[config.mk]
export PLATFORM = sky130hd
export DESIGN_NAME = tmds_decoder
export DESIGN_NICKNAME = d
export VERILOG_FILES = /design/src/rtl/tmds_decoder.sv
export SDC_FILE = /design/constraint.sdc
export NUM_CORES = 1
export LEC_CHECK = 0
export CAP_MARGIN = 20
export CORE_ASPECT_RATIO = 0.7
export CORE_MARGIN = 4
export CORE_UTILIZATION = 30
export DETAILED_ROUTE_END_ITERATION = 10
export GPL_ROUTABILITY_DRIVEN = 0
export PLACE_DENSITY_LB_ADDON = 0.1
export SLEW_MARGIN = 20
export SYNTH_ARGS = -nofsm -noshare
export SYNTH_HDL_FRONTEND = slang
export SYNTH_SLANG_ARGS = --single-unit
[constraint.sdc]
create_clock -name clk -period 2.2 [get_ports clk]
set_input_delay 0.44 -clock clk [delete_from_list [all_inputs] [get_ports clk]]
set_output_delay 0.44 -clock clk [all_outputs]
set_load 0.01 [all_outputs]
[src/rtl/tmds_decoder.sv]
// Receive side of one TMDS channel: word alignment from control-token runs,
// then 10b->8b symbol decode with lock tracking.
module tmds_decoder #(
  parameter int unsigned CTRL_RUN       = 8,
  parameter int unsigned SEARCH_TIMEOUT = 64,
  parameter int unsigned MAX_DATA_RUN   = 4096
) (
  input  logic       clk,
  input  logic       rst,
  input  logic [9:0] tmds_in,
  output logic [7:0] data,
  output logic [1:0] ctrl,
  output logic       de,
  output logic       locked,
  output logic [3:0] offset
);

  localparam int unsigned RunW  = $clog2(CTRL_RUN + 1);
  localparam int unsigned TmoW  = $clog2(SEARCH_TIMEOUT + 1);
  localparam int unsigned DrunW = $clog2(MAX_DATA_RUN + 1);

  typedef enum logic [0:0] {StSearch, StLocked} state_e;

  state_e           state_q, state_d;
  logic [9:0]       prev_q;
  logic [9:0]       s1_q;
  logic [3:0]       offset_q, offset_d;
  logic [RunW-1:0]  run_q, run_d;
  logic [TmoW-1:0]  tmo_q, tmo_d;
  logic [DrunW-1:0] drun_q, drun_d;
  logic             stale_q, stale_d;
  logic [7:0]       data_q, data_d;
  logic [1:0]       ctrl_q, ctrl_d;
  logic             de_q, de_d;

  logic [19:0]      win;
  logic [9:0]       q_al;
  logic             tok;
  logic [1:0]       tok_c;
  logic [7:0]       v;
  logic [7:0]       dec;
  logic [3:0]       offset_inc;
  logic [RunW-1:0]  run_nxt;
  logic [DrunW-1:0] drun_nxt;

  // Offset 0 selects the previous word; higher offsets slide toward tmds_in.
  assign win = {tmds_in, prev_q};

  always_comb begin
    q_al = prev_q;
    for (int k = 0; k < 10; k++) begin
      if (offset_q == 4'(k)) q_al = win[k +: 10];
    end
  end

  always_comb begin
    tok   = 1'b1;
    tok_c = 2'b00;
    case (s1_q)
      10'h354: tok_c = 2'b00;
      10'h0ab: tok_c = 2'b01;
      10'h154: tok_c = 2'b10;
      10'h2ab: tok_c = 2'b11;
      default: tok = 1'b0;
    endcase
  end

  always_comb begin
    v      = s1_q[9] ? ~s1_q[7:0] : s1_q[7:0];
    dec    = '0;
    dec[0] = v[0];
    for (int i = 1; i < 8; i++) begin
      dec[i] = s1_q[8] ? (v[i] ^ v[i-1]) : ~(v[i] ^ v[i-1]);
    end
  end

  always_comb begin
    data_d = data_q;
    ctrl_d = ctrl_q;
    de_d   = 1'b0;
    if (state_q == StLocked) begin
      if (tok) begin
        ctrl_d = tok_c;
      end else begin
        de_d   = 1'b1;
        data_d = dec;
      end
    end else begin
      ctrl_d = 2'b00;
    end
  end

  assign offset_inc = (offset_q == 4'd9) ? 4'd0 : offset_q + 4'd1;

  always_comb begin
    state_d  = state_q;
    offset_d = offset_q;
    run_d    = run_q;
    tmo_d    = tmo_q;
    drun_d   = drun_q;
    stale_d  = 1'b0;
    run_nxt  = '0;
    drun_nxt = '0;
    unique case (state_q)
      StSearch: begin
        // The word in s1 right after an offset change was aligned with the old offset.
        if (tok && !stale_q) run_nxt = run_q + 1'b1;
        if (run_nxt == RunW'(CTRL_RUN)) begin
          state_d = StLocked;
          run_d   = '0;
          tmo_d   = '0;
          drun_d  = '0;
        end else if (tmo_q == TmoW'(SEARCH_TIMEOUT - 1)) begin
          offset_d = offset_inc;
          tmo_d    = '0;
          run_d    = '0;
          stale_d  = 1'b1;
        end else begin
          run_d = run_nxt;
          tmo_d = tmo_q + 1'b1;
        end
      end
      StLocked: begin
        drun_nxt = tok ? '0 : drun_q + 1'b1;
        if (drun_nxt == DrunW'(MAX_DATA_RUN)) begin
          state_d  = StSearch;
          offset_d = offset_inc;
          run_d    = '0;
          tmo_d    = '0;
          drun_d   = '0;
          stale_d  = 1'b1;
        end else begin
          drun_d = drun_nxt;
        end
      end
      default: state_d = StSearch;
    endcase
  end

  always_ff @(posedge clk or posedge rst) begin
    if (rst) begin
      prev_q   <= '0;
      s1_q     <= '0;
      state_q  <= StSearch;
      offset_q <= '0;
      run_q    <= '0;
      tmo_q    <= '0;
      drun_q   <= '0;
      stale_q  <= 1'b0;
      data_q   <= '0;
      ctrl_q   <= '0;
      de_q     <= 1'b0;
    end else begin
      prev_q   <= tmds_in;
      s1_q     <= q_al;
      state_q  <= state_d;
      offset_q <= offset_d;
      run_q    <= run_d;
      tmo_q    <= tmo_d;
      drun_q   <= drun_d;
      stale_q  <= stale_d;
      data_q   <= data_d;
      ctrl_q   <= ctrl_d;
      de_q     <= de_d;
    end
  end

  assign data   = data_q;
  assign ctrl   = ctrl_q;
  assign de     = de_q;
  assign locked = (state_q == StLocked);
  assign offset = offset_q;

endmodule

## After elaboration in Yosys (flattened, before gate mapping)

Index checks and enable logic that the tools add are counted.

| storage, ports and cells | value |
|---|---|
| flip-flop bits (word level) | 61 |

| operators by class | value |
|---|---|
| bitwise logic cells | 17 |
| $add $sub $neg | 4 |
| multiplexer cells | 49 |
| reductions and logical operators | 5 |
| equality and inequality tests | 21 |

Operators by type and width:

| operator | count |
|---|---|
| 10-bit 2-to-1 mux | 9 |
| 13-bit 2-to-1 mux | 3 |
| 4-bit 2-to-1 mux | 9 |
| 13-bit case mux with 2 select lines | 1 |
| 7-bit 2-to-1 mux | 3 |
| 10-bit equality test, second input constant | 2 |
| 4-bit by 3-bit equality test with 1-bit output, second input constant | 4 |
| 4-bit case mux with 2 select lines | 2 |
| 1-bit 2-to-1 mux | 15 |
| 7-bit case mux with 2 select lines | 1 |
| 13-bit by 1-bit adder with 13-bit output, second input constant | 1 |
| 13-bit equality test, second input constant | 1 |
| 4-bit equality test, second input constant | 3 |
| 10-bit by 8-bit equality test with 1-bit output, second input constant | 1 |
| 10-bit by 9-bit equality test with 1-bit output, second input constant | 1 |
| 1-bit NOT | 9 |
| 4-bit by 1-bit adder with 4-bit output, second input constant | 2 |
| 4-bit by 2-bit equality test with 1-bit output, second input constant | 2 |
| 8-bit 2-to-1 mux | 1 |
| 8-bit NOT | 1 |
| 7-bit by 1-bit adder with 7-bit output, second input constant | 1 |
| 7-bit by 6-bit equality test with 1-bit output, second input constant | 1 |
| 1-bit XOR | 7 |
| 2-bit != test, second input constant | 3 |
| 10 further kinds | 13 |

## Longest topological paths before layout

Gate-level depths: netlist (run 1).

| depth | value |
|---|---|
| depth in word-level cells | 10 |
| gate-level depth with buffers | 11 |
| gate-level depth less buffers | 9 |

## Least setup slack after synthesis (run 1)

OpenSTA, ideal clock, no wires.

| timing path | value |
|---|---|
| path kind | reg-to-reg |
| start point | reg drun_q[0] |
| end point | reg offset_q[1] (netlist: offset[1]) |
| arrival | 2.083 ns |
| setup slack | -0.008 ns |
| data required time | 2.075 ns |
| cell stages (with the launch flop) | 9 |
| library setup time | 0.125 ns |
| clock period less this slack | 2.208 ns |
| cell sequence | dfrtp_1 ha_1 nand4_1 nor2_1 nand2_1 mux2_2 a31o_4 nand2_1 mux2_2 |

| on the way | value |
|---|---|
| word-level cells in the longest chain between the ends | 5 |

Ends and longest elaborated chain:

| what | RTL line | text |
|---|---|---|
| start: declaration | 30 | `logic [DrunW-1:0] drun_q, drun_d;` |
| start signal: assignment | 160 | `drun_q <= drun_d;` |
| 13-bit by 1-bit adder with 13-bit output | 124 | `drun_nxt = tok ? '0 : drun_q + 1'b1;` |
| 13-bit 2-to-1 mux | 124 |  |
| 13-bit equality test | 125 | `if (drun_nxt == DrunW'(MAX_DATA_RUN)) begin` |
| 2-bit by 1-bit != test with 1-bit output (no source line) | n/a |  |
| 3-bit AND reduction (no source line) | n/a |  |
| end signal: assignment | 157 | `offset_q <= offset_d;` |
| end: declaration | 27 | `logic [3:0] offset_q, offset_d;` |

No other way between the ends.
A chain may end at the register's enable or synchronous reset.

## Final worst setup path (run 1)

| timing path | value |
|---|---|
| start point | reg s1_q[6] |
| end point | reg offset_q[1] (netlist: offset[1]) |

| on the way | value |
|---|---|
| word-level cells in the longest chain between the ends | 9 |

Ends and longest elaborated chain:

| what | RTL line | text |
|---|---|---|
| start: declaration | 26 | `logic [9:0] s1_q;` |
| start signal: assignment | 155 | `s1_q <= q_al;` |
| 10-bit equality test, or another cell as far along | 59 | `case (s1_q)` |
| 4-bit OR reduction (no source line) * | n/a |  |
| 1-bit 2-to-1 mux * | 59 |  |
| 1-bit logical AND | 107 | `if (tok && !stale_q) run_nxt = run_q + 1'b1;` |
| 4-bit 2-to-1 mux | 107 |  |
| 4-bit 2-to-1 mux | 104 | `unique case (state_q)` |
| 4-bit equality test | 108 | `if (run_nxt == RunW'(CTRL_RUN)) begin` |
| 2-bit != test (no source line) | n/a |  |
| 3-bit AND reduction (no source line) * | n/a |  |

Every way passes the cells marked *; elsewhere a longest branch is shown, timed or not. The select of a mux whose other input is x is not followed.

==> Implementation_results.wiki, run 1 <==
{| class="wikitable"
! Metric !! Value
|-
| Post-Synthesis Cells || 421
|-
| Routed wire length || 10200 um
|-
| First-pass GRT wire length || 17400 um
|-
| Origin of the worst min-delay path || data[5]$_DFFE_PP0P_
|-
| RSZ-0062 raised after global routing || yes
|-
| Critical R2R Launch || s1_q[6]$_DFF_PP0_
|-
| Maximum Capacitance Violations || 0
|-
| Vias per inst || 5.13
|-
| Critical Path Source Type || flop
|-
| #FFs+latches synth || 61
|-
| Number of diodes || 0
|-
| Worst Setup Path Type || flop to flop
|-
| Class of the most critical hold timing path || flop to flop
|-
| Remaining routing DRC violations || 0
|-
| Min Tclk post-route || 2370 ps
|-
| Final Hold Viols || 0
|-
| Kind of cell adding the most delay to the critical path || compound AO/OA/AOI/OAI gates
|-
| Net count of the finished layout || 514
|-
| Number of buffers between clock root and the deepest sink || 2
|-
| Cell count of the worst reg-to-reg path || 10
|-
| Longest individual stage delay on the worst path || 420 ps
|-
| HPWL after detailed placement || 7340 um
|-
| Worst Path Arrival || 2580 ps
|-
| Biggest area contributors in the synthesized netlist || sky130_fd_sc_hd__dfrtp_1 40%, sky130_fd_sc_hd__o21ai_0 4.9%, sky130_fd_sc_hd__nand2_1 4.4%
|-
| Antenna violations before repair || 0
|-
| Placeable Area || 12000 um^2
|-
| Reg2reg end || offset[1]$_DFFE_PP0P_
|-
| Standard cell with the maximum stage delay on the critical path || sky130_fd_sc_hd__dfrtp_1
|-
| Sequential area share after synthesis || 40.4%
|-
| X dimension of the die || 142 um
|-
| Clk_skew || 6.57 ps
|-
| Worst hold endpoint || data[5]$_DFFE_PP0P_
|-
| H-tree Lvls || 3
|-
| Count of TritonRoute iterations in the first routing pass || 5
|-
| Flip-flop and latch area || 1530 um^2
|-
| Total power divided by cell area || 515 nW/um^2
|-
| Most repeated cell in the gate-level netlist after synthesis || sky130_fd_sc_hd__dfrtp_1
|-
| GRT Residual Overflow || 0
|-
| Die boundary height || 102 um
|-
| Max-slew violation count || 0
|-
| Library cell occupying the most area in the post-synthesis netlist || sky130_fd_sc_hd__dfrtp_1
|-
| Share of the synthesized area in the top cell type || 40.4%
|-
| Area enclosed by the die boundary || 14500 um^2
|-
| Aggregate global-route resource usage || 15.2%
|-
| Number of clock sinks seen by CTS || 61
|-
| Static Leak || 2.05 nW
|-
| Fill cell instance count of the final layout || 1177
|-
| Cell Area, Placed || 4580 um^2
|-
| Slack of the worst reg-to-reg path || -170 ps
|-
| Final routed wire length divided by cell count || 15.5 um
|-
| Most used DFF post-synth || sky130_fd_sc_hd__dfrtp_1
|-
| Library cells used by synthesis || 57
|-
| Clock transition at the registers of the reported paths || 50 ps
|-
| Worst path setup slack after routing || -169 ps
|-
| Count of flip-flops with a built-in enable after synthesis || 0
|-
| Layout cell share with drive strength beyond 1 || 26.0%
|-
| Overall via count from detail_route || 3369
|-
| Signed area change from the synthesized netlist to the final layout || 34.9%
|-
| Root Buffer Master || sky130_fd_sc_hd__clkbuf_16
|-
| Crit path max fanout || 6
|-
| Multi-input gate area || 2180 um^2
|-
| Pin count of the biggest net entering global routing || 62
|-
| CTS Hold Buffers Added || 0
|-
| Period Utilization, post-route || 108%
|-
| Setup WS pre-CTS || -201 ps
|-
| Number of failing setup endpoints in the final timing report || 23
|-
| CTS Buf Count || 9
|-
| Slew margin rel. || 64.7%
|-
| Clock tree from TritonCTS || built
|-
| First DRT Iteration DRCs || 231
|-
| Number of warnings reported in the yosys synthesis log || 0
|-
| Largest vdd supply drop || 0.000336 V
|-
| Synthesized area per cell || 8.97 um^2
|-
| Synth Net Count || 438
|-
| Achievable clock frequency || 422 MHz
|-
| Clock Latency Late Sink || 330 ps
|-
| Ports placed on the boundary || 28
|-
| Status || complete, but fails checks
|-
| Finished layout cell area || 5100 um^2
|-
| Post-synth ARST share || 100%
|-
| Cell breakdown of the critical path || inv_1, ha_2, and4bb_2, nand4_1, buf_4, a2111oi_4, nor3b_2, a31o_4, nand2_1, mux2_2
|-
| Commonest cells in the netlist || 61 x sky130_fd_sc_hd__dfrtp_1, 44 x sky130_fd_sc_hd__nand2_1, 41 x sky130_fd_sc_hd__nor2_1
|-
| Violations in the final reports || negative setup slack
|-
| Port buffer count || 27
|-
| Via count of the first global-routing pass || 3276
|-
| Effective utilization at floorplan || 31.4%
|-
| Data required time at the worst endpoint || 2410 ps
|-
| Overall Power || 0.00262 W
|-
| Total buffers and inverters traversed by the critical path || 2
|-
| Hold Path Cell Cnt || 2
|-
| Least-Margin Pin Slew || 526 ps
|-
| Area of the mapped netlist || 3780 um^2
|-
| Critical Path Sink Type || flop
|-
| Final antenna-violating net count || 0
|-
| Core Rows || 33
|}
where the power goes:
group          total [W]  internal (W)  switching [W]
clock            0.00128      0.000806       0.000477
sequential       0.00117       0.00114      0.0000261
combinational   0.000174     0.0000868      0.0000867
total            0.00262       0.00204       0.000589
stage by stage:
stage	std cells	utilization [%]	hold slack (ps)	setup TNS (ps)
after floorplan	421	-	459	0
after global placement	632	38.1	462	-1740
after detailed placement	632	38.1	474	-2640
after CTS	652	41.4	486	-1300
after global routing	657	42.4	494	-6960
final	657	42.4	475	-2020
worst reg2reg max path: stages, from the launching register on:
cell and delay, ps:
sky130_fd_sc_hd__dfrtp_1 420, sky130_fd_sc_hd__inv_1 80, sky130_fd_sc_hd__ha_2 160, sky130_fd_sc_hd__and4bb_2 220
sky130_fd_sc_hd__nand4_1 130, sky130_fd_sc_hd__buf_4 180, sky130_fd_sc_hd__a2111oi_4 330, sky130_fd_sc_hd__nor3b_2 90
sky130_fd_sc_hd__a31o_4 250, sky130_fd_sc_hd__nand2_1 70, sky130_fd_sc_hd__mux2_2 320
cells in the final DEF (no fill, tap or decap), types with 9 or more instances in the layout:
cell type	count
sky130_fd_sc_hd__a31oi_1	14
sky130_fd_sc_hd__nand2b_1	9
sky130_fd_sc_hd__mux2i_1	14
sky130_fd_sc_hd__nand2_1	44
sky130_fd_sc_hd__dfrtp_1	58
sky130_fd_sc_hd__buf_4	59
sky130_fd_sc_hd__clkdlybuf4s50_1	27
sky130_fd_sc_hd__a211oi_1	13
sky130_fd_sc_hd__xnor2_1	13
sky130_fd_sc_hd__buf_6	10
sky130_fd_sc_hd__o21ai_0	27
sky130_fd_sc_hd__a21oi_1	32
sky130_fd_sc_hd__nor2_1	39
sky130_fd_sc_hd__clkbuf_16	9
layer usage:
layer | wire (um) | track usage [%] | up-vias
li1 | - | - | 1690
met1 | 5510 | 24.2 | 1587
met2 | 3970 | 19.8 | 83
met3 | 582 | 4.21 | 9
met4 | 93 | 3.69 | 0
met5 | 0 | 0 | -
area by class of cell:
type / instances / share of cell area (%)
Clock buffer: 12 / 5.03
Clock inverter: 2 / 0.196
Inverter: 6 / 0.442
Multi-Input combinational cell: 319 / 42.9
Sequential cell: 61 / 30.0
Tap cell: 157 / 3.85
Timing Repair Buffer: 100 / 17.6
worst max-delay path by stage:
| stage | startpoint | endpoint | slack (ps) | cells after the start |
|---|---|---|---|---|
| after global placement | s1_q[7]$_DFF_PP0_ | offset[1]$_DFFE_PP0P_ | -190 | 10 |
| after CTS | s1_q[6]$_DFF_PP0_ | offset[1]$_DFFE_PP0P_ | -180 | 10 |
| after floorplan | drun_q[0]$_DFFE_PP0P_ | offset[1]$_DFFE_PP0P_ | 20 | 8 |
| after global routing | s1_q[6]$_DFF_PP0_ | offset[1]$_DFFE_PP0P_ | -320 | 10 |
| after detailed placement | s1_q[7]$_DFF_PP0_ | offset[1]$_DFFE_PP0P_ | -200 | 10 |
| final | s1_q[6]$_DFF_PP0_ | offset[1]$_DFFE_PP0P_ | -170 | 10 |
registers in the layout, summed over array words and instances (netlist names):
| name | count |
|---|---|
| locked | 1 |
| s1_q | 10 |
| tmo_q | 7 |
| stale_q | 1 |
| drun_q | 13 |
| run_q | 4 |
| prev_q | 10 |
| ctrl | 2 |
| offset | 4 |
| data | 8 |
| de | 1 |
logic make-up after synthesis:
group           count (synthesis)  share of synthesized area, %
fa+ha+maj                       5                          1.66
buf+inv                        41                          4.80
mux                            24                          8.18
xor+xnor                       17                          3.94
compound gates                131                          22.5
simple gates                  142                          18.5
flops                          61                          40.4
timing repair:
action / 4_1_cts / 5_1_grt
buffers inserted: 6 / 5
pin swaps: 7 / 9
endpoints found under the setup margin: 26 / 45
gates resized for setup: 22 / 27
Power figures use the tool's default switching activity.
==> run 2, diff against run 1 <==
Settings changed: CORE_ASPECT_RATIO 0.7 to 1.2.
==> run 2 against run 1 <==
Compared with the run above: the flow still finishes with violations (negative setup slack); sequential power hardly changed; first-iteration DRC count increased by 19%; largest power group unchanged; clock power is 12% higher; register-to-register slack improved by 70 ps; critical path depth stayed put; sequential share of layout area grew 0.36 points; worst hold slack worse by 54 ps; cell count down 0.91%; via count decreased by 1.0%.
==> Implementation_results.wiki, run 2 (same netlist as run 1, synthesis figures left out) <==
{| class="wikitable"
! Metric !! Value
|-
| Clock transition at the registers of the reported paths || 60 ps (about the same)
|-
| CTS Buf Count || 9 (unchanged)
|-
| Period Utilization, post-route || 105% (-3.0 points)
|-
| RSZ-0062 raised after global routing || yes
|-
| Total buffers and inverters traversed by the critical path || 2 (unchanged)
|-
| Min Tclk post-route || 2300 ps (-66.8 ps)
|-
| Violations in the final reports || negative setup slack
|-
| HPWL after detailed placement || 6880 um (-6.2%)
|-
| Slew margin rel. || 71.2% (+6.5 points)
|-
| Leading cell type in the layout, fill and taps excluded || sky130_fd_sc_hd__dfrtp_1
|-
| Final-layout setup total negative slack || -542 ps (+1480 ps)
|-
| Achievable clock frequency || 434 MHz (+2.9%)
|-
| Vias per inst || 5.12 (-0.13%)
|-
| First-pass GRT wire length || 15900 um (-8.8%)
|-
| Least-Margin Pin Slew || 432 ps (-94.0 ps)
|-
| Number of diodes || 0 (unchanged)
|-
| Count of TritonRoute iterations in the first routing pass || 4 (-1)
|-
| Final antenna-violating net count || 0 (unchanged)
|-
| Core Rows || 44 (+33%)
|-
| Placeable Area || 12200 um^2 (+1.7%)
|-
| X dimension of the die || 110 um (-22%)
|-
| Class of the most critical hold timing path || input port to asynchronous set/reset pin
|-
| Final Hold Viols || 0 (unchanged)
|-
| Worst Path Arrival || 2510 ps (-70 ps)
|-
| Overall via count from detail_route || 3334 (-1.0%)
|-
| Static Leak || 2.00 nW (-2.4%)
|-
| Cell count of the worst reg-to-reg path || 10 (unchanged)
|-
| Via count of the first global-routing pass || 3285 (+0.27%)
|-
| Max-slew violation count || 0 (unchanged)
|-
| Maximum Capacitance Violations || 0 (unchanged)
|-
| Ports placed on the boundary || 28 (unchanged)
|-
| Largest registers in the final layout || drun_q (13), prev_q (10), s1_q (10)
|-
| Number of flip-flops in the largest register || 13 (unchanged)
|-
| First DRT Iteration DRCs || 276 (+19%)
|-
| Root Buffer Master || sky130_fd_sc_hd__clkbuf_16
|-
| Commonest non-fill, non-tap cells in the layout || 60 x sky130_fd_sc_hd__dfrtp_1, 53 x sky130_fd_sc_hd__buf_4, 43 x sky130_fd_sc_hd__nand2_1, 39 x sky130_fd_sc_hd__nor2_1, 32 x sky130_fd_sc_hd__a21oi_1
|-
| Reg2reg end || offset[1]$_DFFE_PP0P_
|-
| Die boundary height || 131 um (+29%)
|-
| H-tree Lvls || 3 (unchanged)
|-
| Clock tree from TritonCTS || built
|-
| Clock Latency Late Sink || 330 ps (about the same)
|-
| Number of clock sinks seen by CTS || 61 (unchanged)
|-
| Antenna violations before repair || 0 (unchanged)
|-
| Cells after DPL || 626 (-0.95%)
|-
| Critical Path Source || s1_q[6]$_DFF_PP0_
|-
| Number of buffers between clock root and the deepest sink || 2 (unchanged)
|-
| CTS Hold Buffers Added || 0 (unchanged)
|-
| Pin count of the biggest net entering global routing || 46 (-26%)
|-
| Area enclosed by the die boundary || 14500 um^2 (-0.14%)
|-
| Routed wire length || 9550 um (-6.0%)
|-
| Data required time at the worst endpoint || 2410 ps (about the same)
|-
| Number of standard cells in the final layout excluding fillers || 651 (-0.91%)
|-
| Clk_skew || 9.52 ps (+2.96 ps)
|-
| Most flops, register || drun_q
|-
| Signed area change from the synthesized netlist to the final layout || 33.1%
|-
| Worst path setup slack after routing || -102 ps (+66.8 ps)
|-
| Status || complete, but fails checks
|-
| Layout cell share with drive strength beyond 1 || 23.9% (-2.1 points)
|-
| Kind of cell adding the most delay to the critical path || compound AO/OA/AOI/OAI gates
|-
| Slack of the worst reg-to-reg path || -100 ps (+70 ps)
|-
| Effective utilization at floorplan || 30.9% (-0.53 points)
|-
| Worst Setup Path Type || flop to flop
|-
| Crit path max fanout || 5 (-1)
|-
| Critical R2R Launch || s1_q[6]$_DFF_PP0_
|-
| Critical Path Source Type || flop
|-
| Final routed wire length divided by cell count || 14.7 um (-5.2%)
|-
| Critical Path Sink Type || flop
|-
| Remaining routing DRC violations || 0 (unchanged)
|-
| Number of failing setup endpoints in the final timing report || 16 (-30%)
|-
| Largest vdd supply drop || 0.000377 V (+12%)
|-
| Total power divided by cell area || 548 nW/um^2 (+6.5%)
|-
| Standard cell with the maximum stage delay on the critical path || sky130_fd_sc_hd__dfrtp_1
|-
| Cell breakdown of the critical path || inv_1, ha_1, and4bb_2, nand4_1, buf_4, a2111oi_4, nor3b_2, a31o_4, nand2_2, mux2_2
|-
| Net count of the finished layout || 502 (-2.3%)
|-
| Port buffer count || 27 (unchanged)
|-
| Longest individual stage delay on the worst path || 400 ps (-20 ps)
|-
| GRT Residual Overflow || 0 (unchanged)
|-
| Aggregate global-route resource usage || 13.4% (-1.8 points)
|}
run 2: changes by cell type in the layout (fill, tap and decap cells not counted), moves of 4 or more:
cell / delta
sky130_fd_sc_hd__buf_4: -6
sky130_fd_sc_hd__buf_6: -6
sky130_fd_sc_hd__o21ai_0: -4
sky130_fd_sc_hd__o21ai_1: +6
run 2: timing repair:
| item | CTS | global route |
|---|---|---|
| setup endpoints to repair | 18 | 31 |
| setup buffers | 4 | 4 |
| cloned | 1 | 0 |
| resized for setup | 25 | 23 |
| pin swaps | 11 | 7 |
run 2: metrics by stage:
stage | instance area, um^2 | setup WS, ps | hold WS (ps) | utilization, % | total power, W
CTS | 4910 | -114 | 435 | 40.2 | 0.00279
detailed placement | 4500 | -140 | 475 | 36.8 | 0.00135
floorplan | 3780 | 17.9 | 459 | - | 0.00127
global placement | 4500 | -89.1 | 467 | 36.8 | 0.00135
global route | 5030 | -222 | 459 | 41.1 | 0.00287
finish | 5030 | -102 | 421 | 41.1 | 0.00276
run 2: per-layer routing:
layer | track usage (%) | vias up | wire [um] | share of wire [%]
li1 | - | 1661 | - | -
met1 | 16.9 | 1595 | 4360 | 46
met2 | 22.8 | 65 | 4700 | 49
met3 | 2.86 | 13 | 348 | 3.6
met4 | 5.00 | 0 | 134 | 1.4
met5 | 0 | - | 0 | 0
run 2: layout make-up:
type                            count  area, um^2
Sequential cell                    61        1530
Clock buffer                       11         243
Tap cell                          161         201
Clock inverter                      5        60.1
Timing Repair Buffer               88         773
Multi-Input combinational cell    319        2200
Inverter                            6        22.5
Fill cell                        1248        7190
run 2: worst max-delay path by stage:
| stage | end | cells past startpoint | slack (ps) |
|---|---|---|---|
| finish | offset[1]$_DFFE_PP0P_ | 10 | -100 |
| global route | tmo_q[3]$_DFFE_PP0P_ | 11 | -220 |
| CTS | offset[1]$_DFFE_PP0P_ | 10 | -110 |
| detailed placement | offset[1]$_DFFE_PP0P_ | 10 | -140 |
| global placement | offset[1]$_DFFE_PP0P_ | 10 | -90 |
| floorplan | offset[1]$_DFFE_PP0P_ | 8 | 20 |
run 2: where the power goes:
part	total (W)	switching, W	internal (W)
combinational	0.000164	0.0000813	0.0000824
sequential	0.00117	0.0000251	0.00114
clock	0.00143	0.000518	0.000909
==> run 3, diff against run 2 <==
Settings changed: SLEW_MARGIN 20 to 15.
==> results of run 3 <==
Same layout as run 2: the final DEF is identical, and so are final timing and power.
==> RTL change 1 (settings of run 2) <==
Reset style: synchronous (`rst`), changed in one clocked block.
--- a/src/rtl/tmds_decoder.sv
+++ b/src/rtl/tmds_decoder.sv
@@ -137,7 +137,7 @@
     endcase
   end
 
-  always_ff @(posedge clk or posedge rst) begin
+  always_ff @(posedge clk) begin
     if (rst) begin
       prev_q   <= '0;
       s1_q     <= '0;
Function: no difference found for any inputs over 10 cycles, from zero or initial values and one cycle with rst high; that may be too few to reach the edited logic, so the function may still have changed.
==> RTL change 1 against run 2 <==
The run still ends with setup timing left. Final area increased by 6.5%. Synthesized cell count increased by 6.4%. Setup slack improved by 0.022 ns. Sequential cell count unchanged. Power increased by 11%. Routed wire length increased by 19%. Area after synthesis decreased by 2.9%. Sequential power about the same. Global-route usage increased by 3.2 points.
==> RTL change 1: results <==
[status]
status = "finished, violations left"
violations = "setup timing"

[logic_synthesis]
synth.distinct_cells = 58
ys_top_cells_by_count = "dfxtp_1 (61), nor2_1 (57), a21oi_1 (33), nand2_1 (32), mux2i_1 (28)"
synthTopCellsByArea = "dfxtp_1 (33%), mux2i_1 (7.6%), nor2_1 (5.8%)"
synth_xor_xnor_area_share_pct = 5.252
synth_fp_nets = 463
async_flop_share_pct = 0
synthMuxAreaShare_pct = 8.561
synth-adder-area-share_pct = 1.023
ys_seq_area_share_pct = 33.29

[power]
p_switching_mw = 0.6873
pwr-share-seq_pct = 38.3
ir_worst_vdd_mv = 0.3916

[placement]
place.detailed.hpwl_mm = 7.951
dp.cells = 676
dpl_cell_area_mm2 = 0.004584

[sta]
worst_slew_pin_slew_ns = 0.7350
setup_slack_ns = -0.07971
worst_clock_skew_ns = 0.008625
finalSetupViolCount = 21
finalSetupTns_ns = -0.9153

[global_routing]
grt_max_degree = 26
track_usage_pct = 16.63
grt_pass1_vias = 3674

[route]
viasPerCell = 5.239
drtIter0Drc = 210

[final_layout]
fill_cells = 1189
drive_gt1_share_pct = 30.53

[setup_path]
max_stage_delay_ns = 0.46

[worst_hold_path]
hold_class = "register to register"
==> RTL change 1: layer usage <==
metal | part of all wire [%] | GRT usage (%)
met1 | 44 | 20.86
met2 | 49 | 27.69
met3 | 3.8 | 2.591
met4 | 3.2 | 8.024
met5 | 0 | 0
==> RTL change 1: stage by stage <==
step                hold WS [ns]  total power, mW
detailed placement        0.4644            1.448
CTS                       0.4665            3.096
floorplan                 0.4504            1.336
global route              0.4891            3.178
finish                    0.4712            3.064
global placement          0.4632            1.449
==> RTL change 1: worst max-delay path: cells and delay by family (launching register included) <==
family / cells / cell delay (ns)
AND/OR/NAND/NOR: 3 / 0.90
adder cells (fa/ha/maj): 1 / 0.15
flip-flops: 1 / 0.35
buffers and inverters: 2 / 0.25
AO/OA/AOI/OAI: 1 / 0.07
XOR/XNOR: 1 / 0.19
multiplexers: 1 / 0.24
==> RTL change 1: final timing paths <==
check / from / end / slack [ns] / cells after the start
max: drun_q[0] / drun_q[0] / -0.08 / 9
max reg2reg: drun_q[0] / drun_q[0] / -0.08 / 9
min: ctrl[0] / ctrl[0] / 0.47 / 2
min reg2reg: ctrl[0] / ctrl[0] / 0.47 / 2
==> RTL change 1: cell type report <==
| type | instances | area [um^2] | area share, % |
|---|---|---|---|
| sequential | 61 | 1234 | 23.05 |
| tap | 161 | 201.4 | 3.763 |
| inverter | 8 | 30.03 | 0.5610 |
| timing repair buffer | 117 | 1022 | 19.10 |
| multi-input combinational | 345 | 2525 | 47.17 |
| clock inverter | 6 | 111.4 | 2.080 |
| clock buffer | 10 | 229.0 | 4.278 |
==> RTL change 1: timing repair <==
action                                  4_1_cts  5_1_grt
buffers inserted                              5       13
resized for setup                            18       52
pin swaps                                    16       28
cloned                                        0        1
hold endpoints to repair                      0        0
hold buffers                                  0        0
endpoints found under the setup margin       35       41
==> RTL change 2 (settings of run 2) <==
Made on the original files. `SEARCH_TIMEOUT`: 64 -> 32.
--- a/src/rtl/tmds_decoder.sv
+++ b/src/rtl/tmds_decoder.sv
@@ -2,7 +2,7 @@
 // then 10b->8b symbol decode with lock tracking.
 module tmds_decoder #(
   parameter int unsigned CTRL_RUN       = 8,
-  parameter int unsigned SEARCH_TIMEOUT = 64,
+  parameter int unsigned SEARCH_TIMEOUT = 32,
   parameter int unsigned MAX_DATA_RUN   = 4096
 ) (
   input  logic       clk,
Formal check against the unedited RTL: no difference found for any inputs over 10 cycles, from zero or initial values and one cycle with rst high; that may be too few to reach the edited logic, so the function may still have changed.
==> RTL change 2 against run 2 <==
Via count up 0.36%. Final area down 1.3%. Cell count down 0.31%. Area after synthesis up 1.0%. Worst hold slack better by 0.030 ns. Routed wire length up 6.7%. Synthesized cell count down 0.24%. Sequential cell count down 1. Clock power down 6%. Setup slack better by 0.14 ns. Power down 3.6%. Clock skew down 0.0025 ns. Count of clock-buffer cells in the layout down 1. First-iteration DRC count down 43%. Critical endpoint is now offset[2].
==> RTL change 2: results <==
[status]
status = "finished, final reports clean"

[sta]
finalSetupViolCount = 0
worst_clock_skew_ns = 0.007041
max-slew-margin-rel_pct = 68.29
holdWs_ns = 0.4505

[final_layout]
n_all_inverters = 19
drive_gt1_share_pct = 22.13
fill_cells = 1240
regArea_mm2 = 0.001504
seq_cells = 60
buffer_area_share_pct = 14.70
clkCellAreaFrac_pct = 5.773
multi_input_area_mm2 = 0.002171
nets = 498
nMultiInputCombCells = 308
buffers_excl_clock = 85

[setup_path]
max_stage_delay_ns = 0.50
cpMaxStageDelayCell = "or4b_1"
arrival_ns = 2.40
cp_max_fo = 7

[clock_network]
clock_latency_ns = 0.33
cts_resized = 3
cts_setup_buffers = 2

[power]
ir_worst_vdd_mv = 0.2706
cellLeakagePower_nw = 2.153

[logic_synthesis]
synth.distinct_cells = 59
ys_seq_area_share_pct = 39.34
synth_fp_nets = 435
synthTopCellsByArea = "dfrtp_1 (39%), mux2i_1 (4.5%), nand2_1 (4.2%)"
ys_top_cells_by_count = "dfrtp_1 (60), nand2_1 (43), nor2_1 (38), clkbuf_1 (21)"

[route]
drtIter0Drc = 157
routedWlPerCell_um = 15.69
viasPerCell = 5.156

[placement]
place.detailed.hpwl_mm = 7.342

[global_routing]
grt_pass1_wl_mm = 17.22
track_usage_pct = 14.49
antenna_found_initial = 0
RTL change 2: metrics by stage:
step | area, um^2 | cells | setup slack [ns] | total power, mW
2_1_floorplan | 3851 | 420 | 0.01490 | 1.257
3_3_place_gp | 4604 | 629 | -0.0003955 | 1.334
3_5_place_dp | 4604 | 629 | -0.03154 | 1.336
4_1_cts | 4921 | 647 | 0.009362 | 2.710
5_1_grt | 4964 | 649 | -0.06672 | 2.786
6_report | 4964 | 649 | 0.03486 | 2.658
RTL change 2: worst paths after layout:
path | startpoint | end | slack, ns | depth (start not counted)
worst max register to register | drun_q[1] | offset[2] | 0.03 | 7
worst min register to register | data[5] | data[5] | 0.47 | 2
worst min-delay path | rst | data[2] | 0.45 | 2
worst max-delay path | drun_q[1] | offset[2] | 0.03 | 7
max in group asynchronous | rst | stale_q | 1.15 | 3
min in group clk | data[5] | data[5] | 0.47 | 2
RTL change 2: kinds of logic after synthesis:
| group | share of synthesized area, % |
|---|---|
| compound gates | 18.23 |
| xor+xnor | 4.361 |
| fa+ha+maj | 0.9837 |
| buf+inv | 5.705 |
| flops | 39.34 |
| mux | 9.770 |
| simple gates | 21.61 |
RTL change 2: power by group:
group | switching (mW) | total (mW) | internal, mW
Clock | 0.546 | 1.35 | 0.799
Sequential | 0.0262 | 1.15 | 1.12
Combinational | 0.0775 | 0.164 | 0.0864
Total | 0.650 | 2.66 | 2.01
RTL change 2: per-layer routing:
metal | GRT usage [%] | wire length (um)
met1 | 19.51 | 5016
met2 | 23.21 | 4732
met3 | 3.174 | 335
met4 | 4.586 | 97
met5 | 0 | 0
RTL change 2: worst max-delay path, delay by kind of cell, from the launching register on:
kind | cells | cell delay (ns)
DFF | 1 | 0.43
AOI/OAI and AO/OA | 1 | 0.09
and+or+nand+nor | 5 | 1.37
adders and majority gates | 1 | 0.17
